File: src/rtl/fir_pkg.sv
// Shared constants, tap coefficients and output narrowing for the FIR.
// FIR_SAT_EN selects saturating (defined) or wrapping (undefined) fit().
package fir_pkg;

  localparam int TAPS  = 16;
  localparam int DW    = 8;
  localparam int OW    = 16;
  localparam int ACC_W = 21;
  localparam int PW    = 2 * DW;
  localparam int TW    = $clog2(TAPS);

  localparam logic signed [DW-1:0] COEFF [TAPS] = '{
    -8'sd3,  8'sd0,  8'sd8,  8'sd20,
     8'sd38, 8'sd58, 8'sd75, 8'sd85,
     8'sd85, 8'sd75, 8'sd58, 8'sd38,
     8'sd20, 8'sd8,  8'sd0,  -8'sd3
  };

  localparam logic signed [ACC_W-1:0] SMAX = 21'sd32767;
  localparam logic signed [ACC_W-1:0] SMIN = -21'sd32768;

  function automatic logic signed [OW-1:0] fit(
    input logic signed [ACC_W-1:0] v
  );
`ifdef FIR_SAT_EN
    if (v > SMAX)
      fit = 16'sh7fff;
    else if (v < SMIN)
      fit = 16'sh8000;
    else
      fit = OW'(v);
`else
    fit = OW'(v);
`endif
  endfunction

endpackage

File: src/rtl/fir_if.sv
// Sample in / filtered out bundle between source, filter and capture.
// slave side is the filter, master side is the sample source/monitor.
interface fir_if;
  import fir_pkg::*;

  logic signed [DW-1:0] a;
  logic signed [OW-1:0] op;
  logic signed [OW-1:0] y;

  modport master (output a, input op, input y);
  modport slave  (input a, output op, output y);

endinterface

File: src/rtl/fir_mac.sv
// Single shared 8x8 signed multiplier feeding a 21-bit accumulator.
// clr wins over en; 21 bits cover 16 full-scale products.
module fir_mac
  import fir_pkg::*;
(
  input  logic                    clk,
  input  logic                    reset,
  input  logic                    clr,
  input  logic                    en,
  input  logic signed [DW-1:0]    x,
  input  logic signed [DW-1:0]    c,
  output logic signed [ACC_W-1:0] acc
);

  logic signed [PW-1:0] prod;

  assign prod = x * c;

  // Accumulate one tap product per enabled cycle.
  always_ff @(posedge clk) begin
    if (reset)
      acc <= '0;
    else if (clr)
      acc <= '0;
    else if (en)
      acc <= acc + ACC_W'(prod);
  end

endmodule

File: src/rtl/fir_main.sv
// Time-multiplexed 16-tap FIR: one sample and one output per frame.
// FIR_SAT_EN (see fir_pkg) picks saturating vs wrapping output.
module fir_main
  import fir_pkg::*;
#(
  parameter int FRAME_CYCLES = 64
) (
  input  logic clk,
  input  logic reset,
  fir_if.slave bus
);

  localparam int CW = $clog2(FRAME_CYCLES);

  logic [CW-1:0]        cnt;
  logic signed [DW-1:0] x [TAPS];
  logic [TW-1:0]        tap;
  logic                 mac_clr;
  logic                 mac_en;
  logic                 op_ld;
  logic signed [ACC_W-1:0] acc;
  logic signed [OW-1:0] op_q;

  assign tap     = TW'(cnt - CW'(1));
  assign mac_clr = (cnt == '0);
  assign mac_en  = (cnt != '0) && (cnt <= CW'(TAPS));
  assign op_ld   = (cnt == CW'(TAPS + 1));

  // Frame counter, wraps at the end of every sample period.
  always_ff @(posedge clk) begin
    if (reset)
      cnt <= '0;
    else if (cnt == CW'(FRAME_CYCLES - 1))
      cnt <= '0;
    else
      cnt <= cnt + CW'(1);
  end

  // Delay line shifts in the new sample at frame start only.
  always_ff @(posedge clk) begin
    if (reset) begin
      for (int i = 0; i < TAPS; i++)
        x[i] <= '0;
    end else if (mac_clr) begin
      x[0] <= bus.a;
      for (int i = 1; i < TAPS; i++)
        x[i] <= x[i-1];
    end
  end

  fir_mac u_mac (
    .clk   (clk),
    .reset (reset),
    .clr   (mac_clr),
    .en    (mac_en),
    .x     (x[tap]),
    .c     (COEFF[tap]),
    .acc   (acc)
  );

  // Output register captures the finished sum once per frame.
  always_ff @(posedge clk) begin
    if (reset)
      op_q <= '0;
    else if (op_ld)
      op_q <= fit(acc);
  end

  assign bus.op = op_q;
  assign bus.y  = fit(acc);

endmodule

File: src/flat_wrapper.sv
// flat-port wrapper written by rule: the top's interface ports become plain ports
module fir_main_flat import fir_pkg::*;
#(
  parameter int FRAME_CYCLES = 64
)
  (clk, reset, bus_a, bus_op, bus_y);
  fir_if bus_i ();
  input  logic clk;
  input  logic reset;
  input wire logic [$bits(bus_i.a)-1:0] bus_a;
  output wire logic [$bits(bus_i.op)-1:0] bus_op;
  output wire logic [$bits(bus_i.y)-1:0] bus_y;
  assign bus_i.a = bus_a;
  assign bus_op = bus_i.op;
  assign bus_y = bus_i.y;
  fir_main #(.FRAME_CYCLES(FRAME_CYCLES)) u_core (.clk(clk), .reset(reset), .bus(bus_i));
endmodule
File: config.mk
export PLATFORM = sky130hd
export DESIGN_NAME = fir_main_flat
export DESIGN_NICKNAME = d
export VERILOG_FILES = /design/src/rtl/fir_pkg.sv /design/src/rtl/fir_if.sv /design/src/rtl/fir_mac.sv /design/src/rtl/fir_main.sv /design/src/flat_wrapper.sv
export SDC_FILE = /design/constraint.sdc
export NUM_CORES = 1
export LEC_CHECK = 0
export ABC_AREA = 1
export CAP_MARGIN = 20
export CORE_MARGIN = 2
export CORE_UTILIZATION = 40
export DETAILED_ROUTE_END_ITERATION = 16
export HOLD_SLACK_MARGIN = 0.05
export MAX_ROUTING_LAYER = met4
export PLACE_DENSITY = 0.64
export SLEW_MARGIN = 10
export SYNTH_ARGS = -nofsm -noshare
export SYNTH_HDL_FRONTEND = slang
export SYNTH_SLANG_ARGS = --single-unit
File: constraint.sdc
create_clock -name clk -period 8.1 [get_ports clk]
set_input_delay 0.81 -clock clk [delete_from_list [all_inputs] [get_ports clk]]
set_output_delay 0.81 -clock clk [all_outputs]
set_load 0.05 [all_outputs]
==> results of run 1 <==
==> state kept, by name, summed over array words and instances (netlist names) <==
| name | cells |
|---|---|
| u_core.cnt | 6 |
| u_core.x | 128 |
| u_core.u_mac.acc | 16 |
| u_core.bus.op | 16 |
==> cell families (layout without fill, tap and decap cells) <==
logic type               count (synthesis)  after routing  synth area share
AND/OR/NAND/NOR                        416            416             0.159
buffers and inverters                  316            356             0.119
flip-flops                             166            166             0.435
XOR/XNOR                                 5              5           0.00414
adder cells (fa/ha/maj)                114            114             0.186
AO/OA/AOI/OAI                          169            169            0.0971
==> worst max-delay path, delay by kind of cell, from the launching register on <==
kind	cells	cell delay [ps]
buf+inv	8	1150
flops	1	350
fa+ha+maj	8	3310
compound gates	3	630
simple gates	6	1310
==> cell usage in the layout (no fill, tap or decap), drive strengths merged, types with 2 or more instances in the layout <==
cell type / synthesis / final
o2111ai: 3 / 3
nor2: 201 / 201
nand4: 7 / 7
o211ai: 39 / 39
ha: 42 / 42
xor2: 3 / 3
a21oi: 57 / 57
a211oi: 4 / 4
fa: 72 / 72
edfxtp: 128 / 128
clkbuf: 19 / 20
clkdlybuf4s50: 0 / 40
xnor2: 2 / 2
clkinv: 1 / 5
o22ai: 2 / 2
nand3: 26 / 26
nor3: 5 / 5
a31oi: 2 / 2
or2: 3 / 3
o21ai: 57 / 57
clkinvlp: 0 / 2
o21bai: 2 / 2
dfxtp: 38 / 38
nand2: 170 / 170
nor3b: 2 / 2
buf: 22 / 9
inv: 274 / 279
==> synthesized netlist by cell type, types with 4 or more instances <==
master | count | area, µm²
sky130_fd_sc_hd__inv_1 | 262 | 983
sky130_fd_sc_hd__nor2_1 | 195 | 732
sky130_fd_sc_hd__nand2_1 | 165 | 619
sky130_fd_sc_hd__edfxtp_1 | 128 | 3840
sky130_fd_sc_hd__fa_1 | 72 | 1440
sky130_fd_sc_hd__a21oi_1 | 57 | 285
sky130_fd_sc_hd__o21ai_0 | 50 | 250
sky130_fd_sc_hd__ha_1 | 42 | 526
sky130_fd_sc_hd__dfxtp_1 | 38 | 761
sky130_fd_sc_hd__o211ai_1 | 36 | 270
sky130_fd_sc_hd__nand3_1 | 26 | 130
sky130_fd_sc_hd__clkbuf_1 | 19 | 71.3
sky130_fd_sc_hd__buf_2 | 13 | 65.1
sky130_fd_sc_hd__inv_2 | 12 | 45.0
sky130_fd_sc_hd__nand4_1 | 7 | 43.8
sky130_fd_sc_hd__buf_6 | 5 | 56.3
sky130_fd_sc_hd__nand2_2 | 5 | 31.3
sky130_fd_sc_hd__buf_4 | 4 | 30.0
sky130_fd_sc_hd__nor2_2 | 4 | 25.0
sky130_fd_sc_hd__nor3_1 | 4 | 20.0
sky130_fd_sc_hd__o21ai_1 | 4 | 20.0
==> through the flow <==
step | cells | hold slack [ps] | area (µm²)
3_5_place_dp | 1529 | 514 | 11200
5_1_grt | 1561 | 543 | 11800
3_3_place_gp | 1529 | 499 | 11200
6_report | 1561 | 524 | 11800
4_1_cts | 1561 | 525 | 11800
2_1_floorplan | 1186 | 476 | 10600
==> path summary, 6_finish.rpt <==
path | startpoint | slack [ps] | to
worst min register to register | u_core.cnt[5]$_SDFF_PP0_ | 520 | u_core.cnt[5]$_SDFF_PP0_
worst min-delay path | u_core.cnt[5]$_SDFF_PP0_ | 520 | u_core.cnt[5]$_SDFF_PP0_
worst max register to register | u_core.cnt[1]$_SDFF_PP0_ | 1260 | u_core.u_mac.acc[13]$_SDFFE_PP0P_
worst max-delay path | u_core.cnt[1]$_SDFF_PP0_ | 1260 | u_core.u_mac.acc[13]$_SDFFE_PP0P_
==> layer usage <==
layer,vias up,wire length [µm],track usage,share of wire
met3,23,1400,0.0352,0.060
met4,0,333,0.0424,0.014
met5,-,0,-,0
met2,224,10400,0.269,0.45
met1,3589,11000,0.255,0.48
li1,3768,-,-,-
==> layout make-up <==
class                           instances  area [µm²]
Sequential cell                       166        4610
Clock inverter                         12         120
Fill cell                            2539       14200
Inverter                              275        1030
Tap cell                              335         419
Clock buffer                           20         437
Timing Repair Buffer                   49         465
Multi-Input combinational cell        704        4730
==> flow_summary.html, run 1 <==
<table>
<tr><th>Metric</th><th>Value</th></tr>
<tr><th colspan="2">Run status</th></tr>
<tr><td>Result of the run</td><td>completed</td></tr>
<tr><th colspan="2">Die</th></tr>
<tr><td>Core area</td><td>26000 µm²</td></tr>
<tr><td>Number of placed I/O pins</td><td>42</td></tr>
<tr><td>Full die area</td><td>27800 µm²</td></tr>
<tr><td>Starting Density</td><td>0.407</td></tr>
<tr><td>Site Rows</td><td>59</td></tr>
<tr><td>Die H</td><td>167 µm</td></tr>
<tr><td>Die span in x</td><td>167 µm</td></tr>
<tr><th colspan="2">Clock tree</th></tr>
<tr><td>Buffer type at the clock tree root</td><td>sky130_fd_sc_hd__clkbuf_16</td></tr>
<tr><td>Post-CTS repair timing setup buffer count</td><td>0</td></tr>
<tr><td>Max clock buf depth</td><td>2</td></tr>
<tr><td>Number of buffers created by CTS</td><td>17</td></tr>
<tr><td>H-tree depth reported by CTS</td><td>4</td></tr>
<tr><td>Clock transition at the registers of the reported paths</td><td>60 ps</td></tr>
<tr><td>Count of clock tree sinks</td><td>166</td></tr>
<tr><td>Number of buffers inserted by hold repair at cts</td><td>0</td></tr>
<tr><td>Resized cells post-CTS</td><td>0</td></tr>
<tr><td>TritonCTS clock tree</td><td>built</td></tr>
<tr><td>Insertion delay of the later-clocked pin in the worst-skew pair</td><td>430 ps</td></tr>
<tr><th colspan="2">Drt</th></tr>
<tr><td>Initial drt markers</td><td>764</td></tr>
<tr><td>Routed len/inst</td><td>14.8 µm</td></tr>
<tr><td>DRT Wirelength</td><td>23100 µm</td></tr>
<tr><td>Final routed DRC violation total</td><td>0</td></tr>
<tr><td>First-pass detailed-route iteration total</td><td>6</td></tr>
<tr><td>Total via count after detailed routing</td><td>7604</td></tr>
<tr><td>Number of antenna-violating nets in the routed design</td><td>0</td></tr>
<tr><td>Vias per inst</td><td>4.87</td></tr>
<tr><th colspan="2">Critical path</th></tr>
<tr><td>Most repeated library cell on the critical path</td><td>sky130_fd_sc_hd__inv_1</td></tr>
<tr><td>Maximum fanout along the worst path</td><td>15</td></tr>
<tr><td>Element type at the critical path start</td><td>flop</td></tr>
<tr><td>Path type of the worst setup path</td><td>flop to flop</td></tr>
<tr><td>Cell count of the worst reg-to-reg path</td><td>25</td></tr>
<tr><td>Data arrival time of the worst path</td><td>7170 ps</td></tr>
<tr><td>Delay of the slowest cell on the worst path</td><td>560 ps</td></tr>
<tr><td>Worst path required time</td><td>8430 ps</td></tr>
<tr><td>Library cell contributing the largest single delay on the critical path</td><td>sky130_fd_sc_hd__fa_1</td></tr>
<tr><td>Type of element capturing the critical path</td><td>flop</td></tr>
<tr><th colspan="2">Placed design</th></tr>
<tr><td>Post-place setup slack</td><td>1310 ps</td></tr>
<tr><td>Sum of net half-perimeters after detailed placement</td><td>16300 µm</td></tr>
<tr><td>Final RePlAce weighted congestion</td><td>0.901</td></tr>
<tr><td>IO buf count</td><td>41</td></tr>
<tr><th colspan="2">Yosys</th></tr>
<tr><td>Count of synthesis-stage warnings from yosys</td><td>0</td></tr>
<tr><td>Number of library cell types mapped by synthesis</td><td>41</td></tr>
<tr><td>Synth Net Count</td><td>1310</td></tr>
<tr><td>Post-synthesis instance total</td><td>1186</td></tr>
<tr><td>Area of the mapped netlist</td><td>10600 µm²</td></tr>
<tr><td>Async set-or-reset flop fraction in the synthesized netlist</td><td>0</td></tr>
<tr><td>EDFF count, synth</td><td>128</td></tr>
<tr><td>Seq/Total Area, Yosys</td><td>0.435</td></tr>
<tr><td>Main flop type after synthesis</td><td>sky130_fd_sc_hd__edfxtp_1</td></tr>
<tr><td>FF+latch count, synth</td><td>166</td></tr>
<tr><td>Post-Syn Area per Cell</td><td>8.92 µm²</td></tr>
<tr><th colspan="2">GRT</th></tr>
<tr><td>Combined global-route utilization of all metal layers</td><td>0.180</td></tr>
<tr><td>Wire length of the first global-routing pass</td><td>38700 µm</td></tr>
<tr><td>Antenna violations before repair</td><td>0</td></tr>
<tr><td>Maximum number of pins on one net before global-route repair</td><td>99</td></tr>
<tr><td>Global route overflow</td><td>0</td></tr>
<tr><td>Via count of the first global-routing pass</td><td>7335</td></tr>
<tr><th colspan="2">STA</th></tr>
<tr><td>Slew at the pin closest to its max-slew limit</td><td>958 ps</td></tr>
<tr><td>F_max</td><td>146 MHz</td></tr>
<tr><td>Count of final setup violators</td><td>0</td></tr>
<tr><td>Pins Over Slew Limit</td><td>0</td></tr>
<tr><td>Rel. slew slack</td><td>0.354</td></tr>
<tr><td>Final hold vios</td><td>0</td></tr>
<tr><td>Worst Slack Setup Final</td><td>1260 ps</td></tr>
<tr><td>Unrepaired setup endpoints after global routing</td><td>false</td></tr>
<tr><td>Total Negative Setup Slacks</td><td>0 ps</td></tr>
<tr><td>Fin crit share</td><td>0.845</td></tr>
<tr><td>Worst clock skew on the final layout</td><td>10.9 ps</td></tr>
<tr><td>Final critical path time including I/O delays and setup</td><td>6840 ps</td></tr>
<tr><th colspan="2">Cells and area</th></tr>
<tr><td>Post-layout net count</td><td>1337</td></tr>
<tr><td>Antenna diode instance count</td><td>0</td></tr>
<tr><td>Growth of design area from synthesis to finish</td><td>11.6%</td></tr>
<tr><td>Share of final-layout standard cells stronger than drive strength 1</td><td>0.0612</td></tr>
<tr><td>Utilization of the core after routing</td><td>0.454</td></tr>
<tr><th colspan="2">Worst hold path</th></tr>
<tr><td>Hold Crit Class</td><td>flop to flop</td></tr>
<tr><td>Number of cells on the worst hold path</td><td>2</td></tr>
<tr><th colspan="2">Job</th></tr>
<tr><td>Number of max-cap violations</td><td>0</td></tr>
</table>
Power of run 1 is left out: the tool's default activity adds up to more than one toggle a clock period on the data nets, which glitch-free logic cannot reach.
==> run 2: changes to the inputs <==
--- a/config.mk
+++ b/config.mk
@@ -12,7 +12,7 @@
 export DETAILED_ROUTE_END_ITERATION = 16
 export HOLD_SLACK_MARGIN = 0.05
 export MAX_ROUTING_LAYER = met4
-export PLACE_DENSITY = 0.64
+export PLACE_DENSITY = 0.66
 export SLEW_MARGIN = 10
 export SYNTH_ARGS = -nofsm -noshare
 export SYNTH_HDL_FRONTEND = slang
==> constraint.sdc (replaced) <==
create_clock -name clk -period 5.81 [get_ports clk]
set_input_delay 0.581 -clock clk [delete_from_list [all_inputs] [get_ports clk]]
set_output_delay 0.581 -clock clk [all_outputs]
set_load 0.05 [all_outputs]
==> run 2 against run 1 <==
  * Die area stayed put
  * Wire length up 12%
  * Clock skew is 1.3 ps lower
  * Largest cell class unchanged
==> flow_summary.html, run 2 (synthesis results as in run 1) <==
<table>
<tr><th>Metric</th><th>Value</th></tr>
<tr><th colspan="2">Run status</th></tr>
<tr><td>Result of the run</td><td>completed</td></tr>
<tr><th colspan="2">Drt</th></tr>
<tr><td>Initial drt markers</td><td>633 (-17%)</td></tr>
<tr><td>Routed len/inst</td><td>15.5 µm (+4.6%)</td></tr>
<tr><td>First-pass detailed-route iteration total</td><td>5 (-1)</td></tr>
<tr><td>Total via count after detailed routing</td><td>8178 (+7.5%)</td></tr>
<tr><td>Number of antenna-violating nets in the routed design</td><td>0 (unchanged)</td></tr>
<tr><td>DRT Wirelength</td><td>25800 µm (+12%)</td></tr>
<tr><td>Final routed DRC violation total</td><td>0 (unchanged)</td></tr>
<tr><td>Vias per inst</td><td>4.91 (+0.77%)</td></tr>
<tr><th colspan="2">Worst hold path</th></tr>
<tr><td>Number of cells on the worst hold path</td><td>2 (unchanged)</td></tr>
<tr><td>Worst Min Path Start</td><td>u_core.cnt[5]$_SDFF_PP0_</td></tr>
<tr><td>Sink of the worst hold path</td><td>u_core.cnt[5]$_SDFF_PP0_</td></tr>
<tr><td>Hold Crit Class</td><td>flop to flop</td></tr>
<tr><th colspan="2">Clock tree</th></tr>
<tr><td>Max clock buf depth</td><td>2 (unchanged)</td></tr>
<tr><td>Number of buffers created by CTS</td><td>17 (unchanged)</td></tr>
<tr><td>Insertion delay of the later-clocked pin in the worst-skew pair</td><td>430 ps (about the same)</td></tr>
<tr><td>TritonCTS clock tree</td><td>built</td></tr>
<tr><td>Clock transition at the registers of the reported paths</td><td>70 ps (about the same)</td></tr>
<tr><td>Count of clock tree sinks</td><td>166 (unchanged)</td></tr>
<tr><td>H-tree depth reported by CTS</td><td>4 (unchanged)</td></tr>
<tr><td>Buffer type at the clock tree root</td><td>sky130_fd_sc_hd__clkbuf_16</td></tr>
<tr><th colspan="2">STA</th></tr>
<tr><td>Worst clock skew on the final layout</td><td>9.62 ps (-1.31 ps)</td></tr>
<tr><td>Count of final setup violators</td><td>0 (unchanged)</td></tr>
<tr><td>Pins Over Slew Limit</td><td>0 (unchanged)</td></tr>
<tr><td>Rel. slew slack</td><td>0.324 (-0.0300)</td></tr>
<tr><td>F_max</td><td>176 MHz (+21%)</td></tr>
<tr><td>Slew at the pin closest to its max-slew limit</td><td>1010 ps (+52.1 ps)</td></tr>
<tr><td>Final hold vios</td><td>0 (unchanged)</td></tr>
<tr><td>Worst Slack Setup Final</td><td>138 ps (-1120 ps)</td></tr>
<tr><td>Fin crit share</td><td>0.976 (+0.132)</td></tr>
<tr><td>Unrepaired setup endpoints after global routing</td><td>true</td></tr>
<tr><td>Final critical path time including I/O delays and setup</td><td>5670 ps (-1170 ps)</td></tr>
<tr><th colspan="2">GRT</th></tr>
<tr><td>Maximum number of pins on one net before global-route repair</td><td>81 (-18%)</td></tr>
<tr><td>Global route overflow</td><td>0 (unchanged)</td></tr>
<tr><td>Via count of the first global-routing pass</td><td>8064 (+9.9%)</td></tr>
<tr><td>Wire length of the first global-routing pass</td><td>42200 µm (+9.2%)</td></tr>
<tr><td>Antenna violations before repair</td><td>0 (unchanged)</td></tr>
<tr><td>Combined global-route utilization of all metal layers</td><td>0.195 (+0.0150)</td></tr>
<tr><th colspan="2">Critical path</th></tr>
<tr><td>Path type of the worst setup path</td><td>flop to flop</td></tr>
<tr><td>FF-to-FF Start</td><td>u_core.cnt[0]$_SDFF_PP0_</td></tr>
<tr><td>Cell count of the worst reg-to-reg path</td><td>29 (+16%)</td></tr>
<tr><td>Worst reg2reg path endpoint</td><td>u_core.u_mac.acc[15]$_SDFFE_PP0P_</td></tr>
<tr><td>Worst path required time</td><td>6180 ps (-2250 ps)</td></tr>
<tr><td>Library cell contributing the largest single delay on the critical path</td><td>sky130_fd_sc_hd__fa_1</td></tr>
<tr><td>Element type at the critical path start</td><td>flop</td></tr>
<tr><td>Maximum fanout along the worst path</td><td>5 (-10)</td></tr>
<tr><td>Data arrival time of the worst path</td><td>6040 ps (-1130 ps)</td></tr>
<tr><td>Most repeated library cell on the critical path</td><td>sky130_fd_sc_hd__fa_1</td></tr>
<tr><td>Type of element capturing the critical path</td><td>flop</td></tr>
<tr><td>Delay of the slowest cell on the worst path</td><td>550 ps (about the same)</td></tr>
<tr><td>Flop-to-flop setup slack</td><td>140 ps (-1120 ps)</td></tr>
<tr><th colspan="2">Cells and area</th></tr>
<tr><td>Share of final-layout standard cells stronger than drive strength 1</td><td>0.202 (+0.140)</td></tr>
<tr><td>Largest register FFs</td><td>128 (unchanged)</td></tr>
<tr><td>Register area</td><td>4610 µm² (unchanged)</td></tr>
<tr><td>Growth of design area from synthesis to finish</td><td>24.9%</td></tr>
<tr><td>Utilization of the core after routing</td><td>0.508 (+0.0540)</td></tr>
<tr><td>Fillcell total</td><td>2385 (-6.1%)</td></tr>
<tr><td>Commonest non-fill, non-tap cells in the layout</td><td>sky130_fd_sc_hd__inv_1 (252), sky130_fd_sc_hd__nor2_1 (186), sky130_fd_sc_hd__nand2_1 (149)</td></tr>
<tr><td>Commonest non-fill, non-tap cell in the layout</td><td>sky130_fd_sc_hd__inv_1</td></tr>
<tr><td>Design area</td><td>13200 µm² (+12%)</td></tr>
<tr><td>Post-layout net count</td><td>1442 (+7.9%)</td></tr>
<tr><td>Multi-input gate area</td><td>5260 µm² (+11%)</td></tr>
<tr><td>Largest Register</td><td>u_core.x</td></tr>
<tr><th colspan="2">Die</th></tr>
<tr><td>Die H</td><td>167 µm (unchanged)</td></tr>
<tr><td>Number of placed I/O pins</td><td>42 (unchanged)</td></tr>
<tr><td>Site Rows</td><td>59 (unchanged)</td></tr>
<tr><td>Full die area</td><td>27800 µm² (unchanged)</td></tr>
<tr><td>Core area</td><td>26000 µm² (unchanged)</td></tr>
<tr><td>Starting Density</td><td>0.407 (unchanged)</td></tr>
<tr><td>Die span in x</td><td>167 µm (unchanged)</td></tr>
<tr><th colspan="2">Placed design</th></tr>
<tr><td>Sum of net half-perimeters after detailed placement</td><td>18200 µm (+12%)</td></tr>
<tr><td>Final RePlAce weighted congestion</td><td>0.892 (-0.99%)</td></tr>
<tr><td>Placement-stage cell area</td><td>12000 µm² (+6.8%)</td></tr>
<tr><td>Post-place setup slack</td><td>-274 ps (-1590 ps)</td></tr>
<tr><td>IO buf count</td><td>41 (unchanged)</td></tr>
<tr><th colspan="2">Job</th></tr>
<tr><td>Number of max-cap violations</td><td>0 (unchanged)</td></tr>
</table>
[run 2: final cells by class]
cell class	instances	share of cell area
Inverter	275	0.0795
Tap cell	335	0.0317
Sequential cell	166	0.349
Timing Repair Buffer	154	0.100
Clock buffer	19	0.0328
Multi-Input combinational cell	704	0.398
Antenna cell	1	0.000189
Clock inverter	12	0.00919
[run 2: critical path, delay by kind of cell, from the launching register on]
kind	cells	cell delay, ps
flops	1	340
simple gates	13	1160
compound gates	2	290
fa+ha+maj	8	3280
buf+inv	6	550
[run 2: layer usage]
layer | vias to the layer above | wire length (µm) | global-route usage
li1 | 3985 | - | -
met1 | 3979 | 12700 | 0.285
met2 | 196 | 11700 | 0.286
met3 | 18 | 1140 | 0.0304
met4 | 0 | 226 | 0.0450
met5 | - | 0 | -
[run 2: timing repair]
item	CTS	global route
gates cloned	0	0
gates resized for setup	27	96
pin swaps	18	66
setup buffers	6	8
hold buffers	0	0
hold endpoints to repair	0	0
endpoints found under the setup margin	8	10
[run 2: worst max path at each step]
stage	start	end	cells after the start
finish	u_core.cnt[0]$_SDFF_PP0_	u_core.u_mac.acc[15]$_SDFFE_PP0P_	29
floorplan	u_core.cnt[0]$_SDFF_PP0_	u_core.u_mac.acc[8]$_SDFFE_PP0P_	28
global route	u_core.cnt[0]$_SDFF_PP0_	u_core.u_mac.acc[15]$_SDFFE_PP0P_	35
detailed placement	u_core.cnt[1]$_SDFF_PP0_	u_core.u_mac.acc[8]$_SDFFE_PP0P_	28
CTS	u_core.cnt[1]$_SDFF_PP0_	u_core.u_mac.acc[8]$_SDFFE_PP0P_	26
global placement	u_core.cnt[1]$_SDFF_PP0_	u_core.u_mac.acc[8]$_SDFFE_PP0P_	28
[run 2: metrics by stage]
stage	hold slack, ps	cells	setup TNS (ps)
2_1_floorplan	476	1186	0
3_3_place_gp	496	1621	-1090
3_5_place_dp	510	1621	-1580
4_1_cts	517	1657	0
5_1_grt	544	1665	-638
6_report	514	1666	0
Power of run 2 is left out for the same reason.
==> run 3: changes to the inputs <==
--- a/config.mk
+++ b/config.mk
@@ -6,6 +6,7 @@
 export NUM_CORES = 1
 export LEC_CHECK = 0
 export ABC_AREA = 1
+export ABC_CLOCK_PERIOD_IN_PS = 5810
 export CAP_MARGIN = 20
 export CORE_MARGIN = 2
 export CORE_UTILIZATION = 40
==> results of run 3 <==
Final layout, timing and power as in run 2 (identical DEF).
Power of run 3 is left out for the same reason.
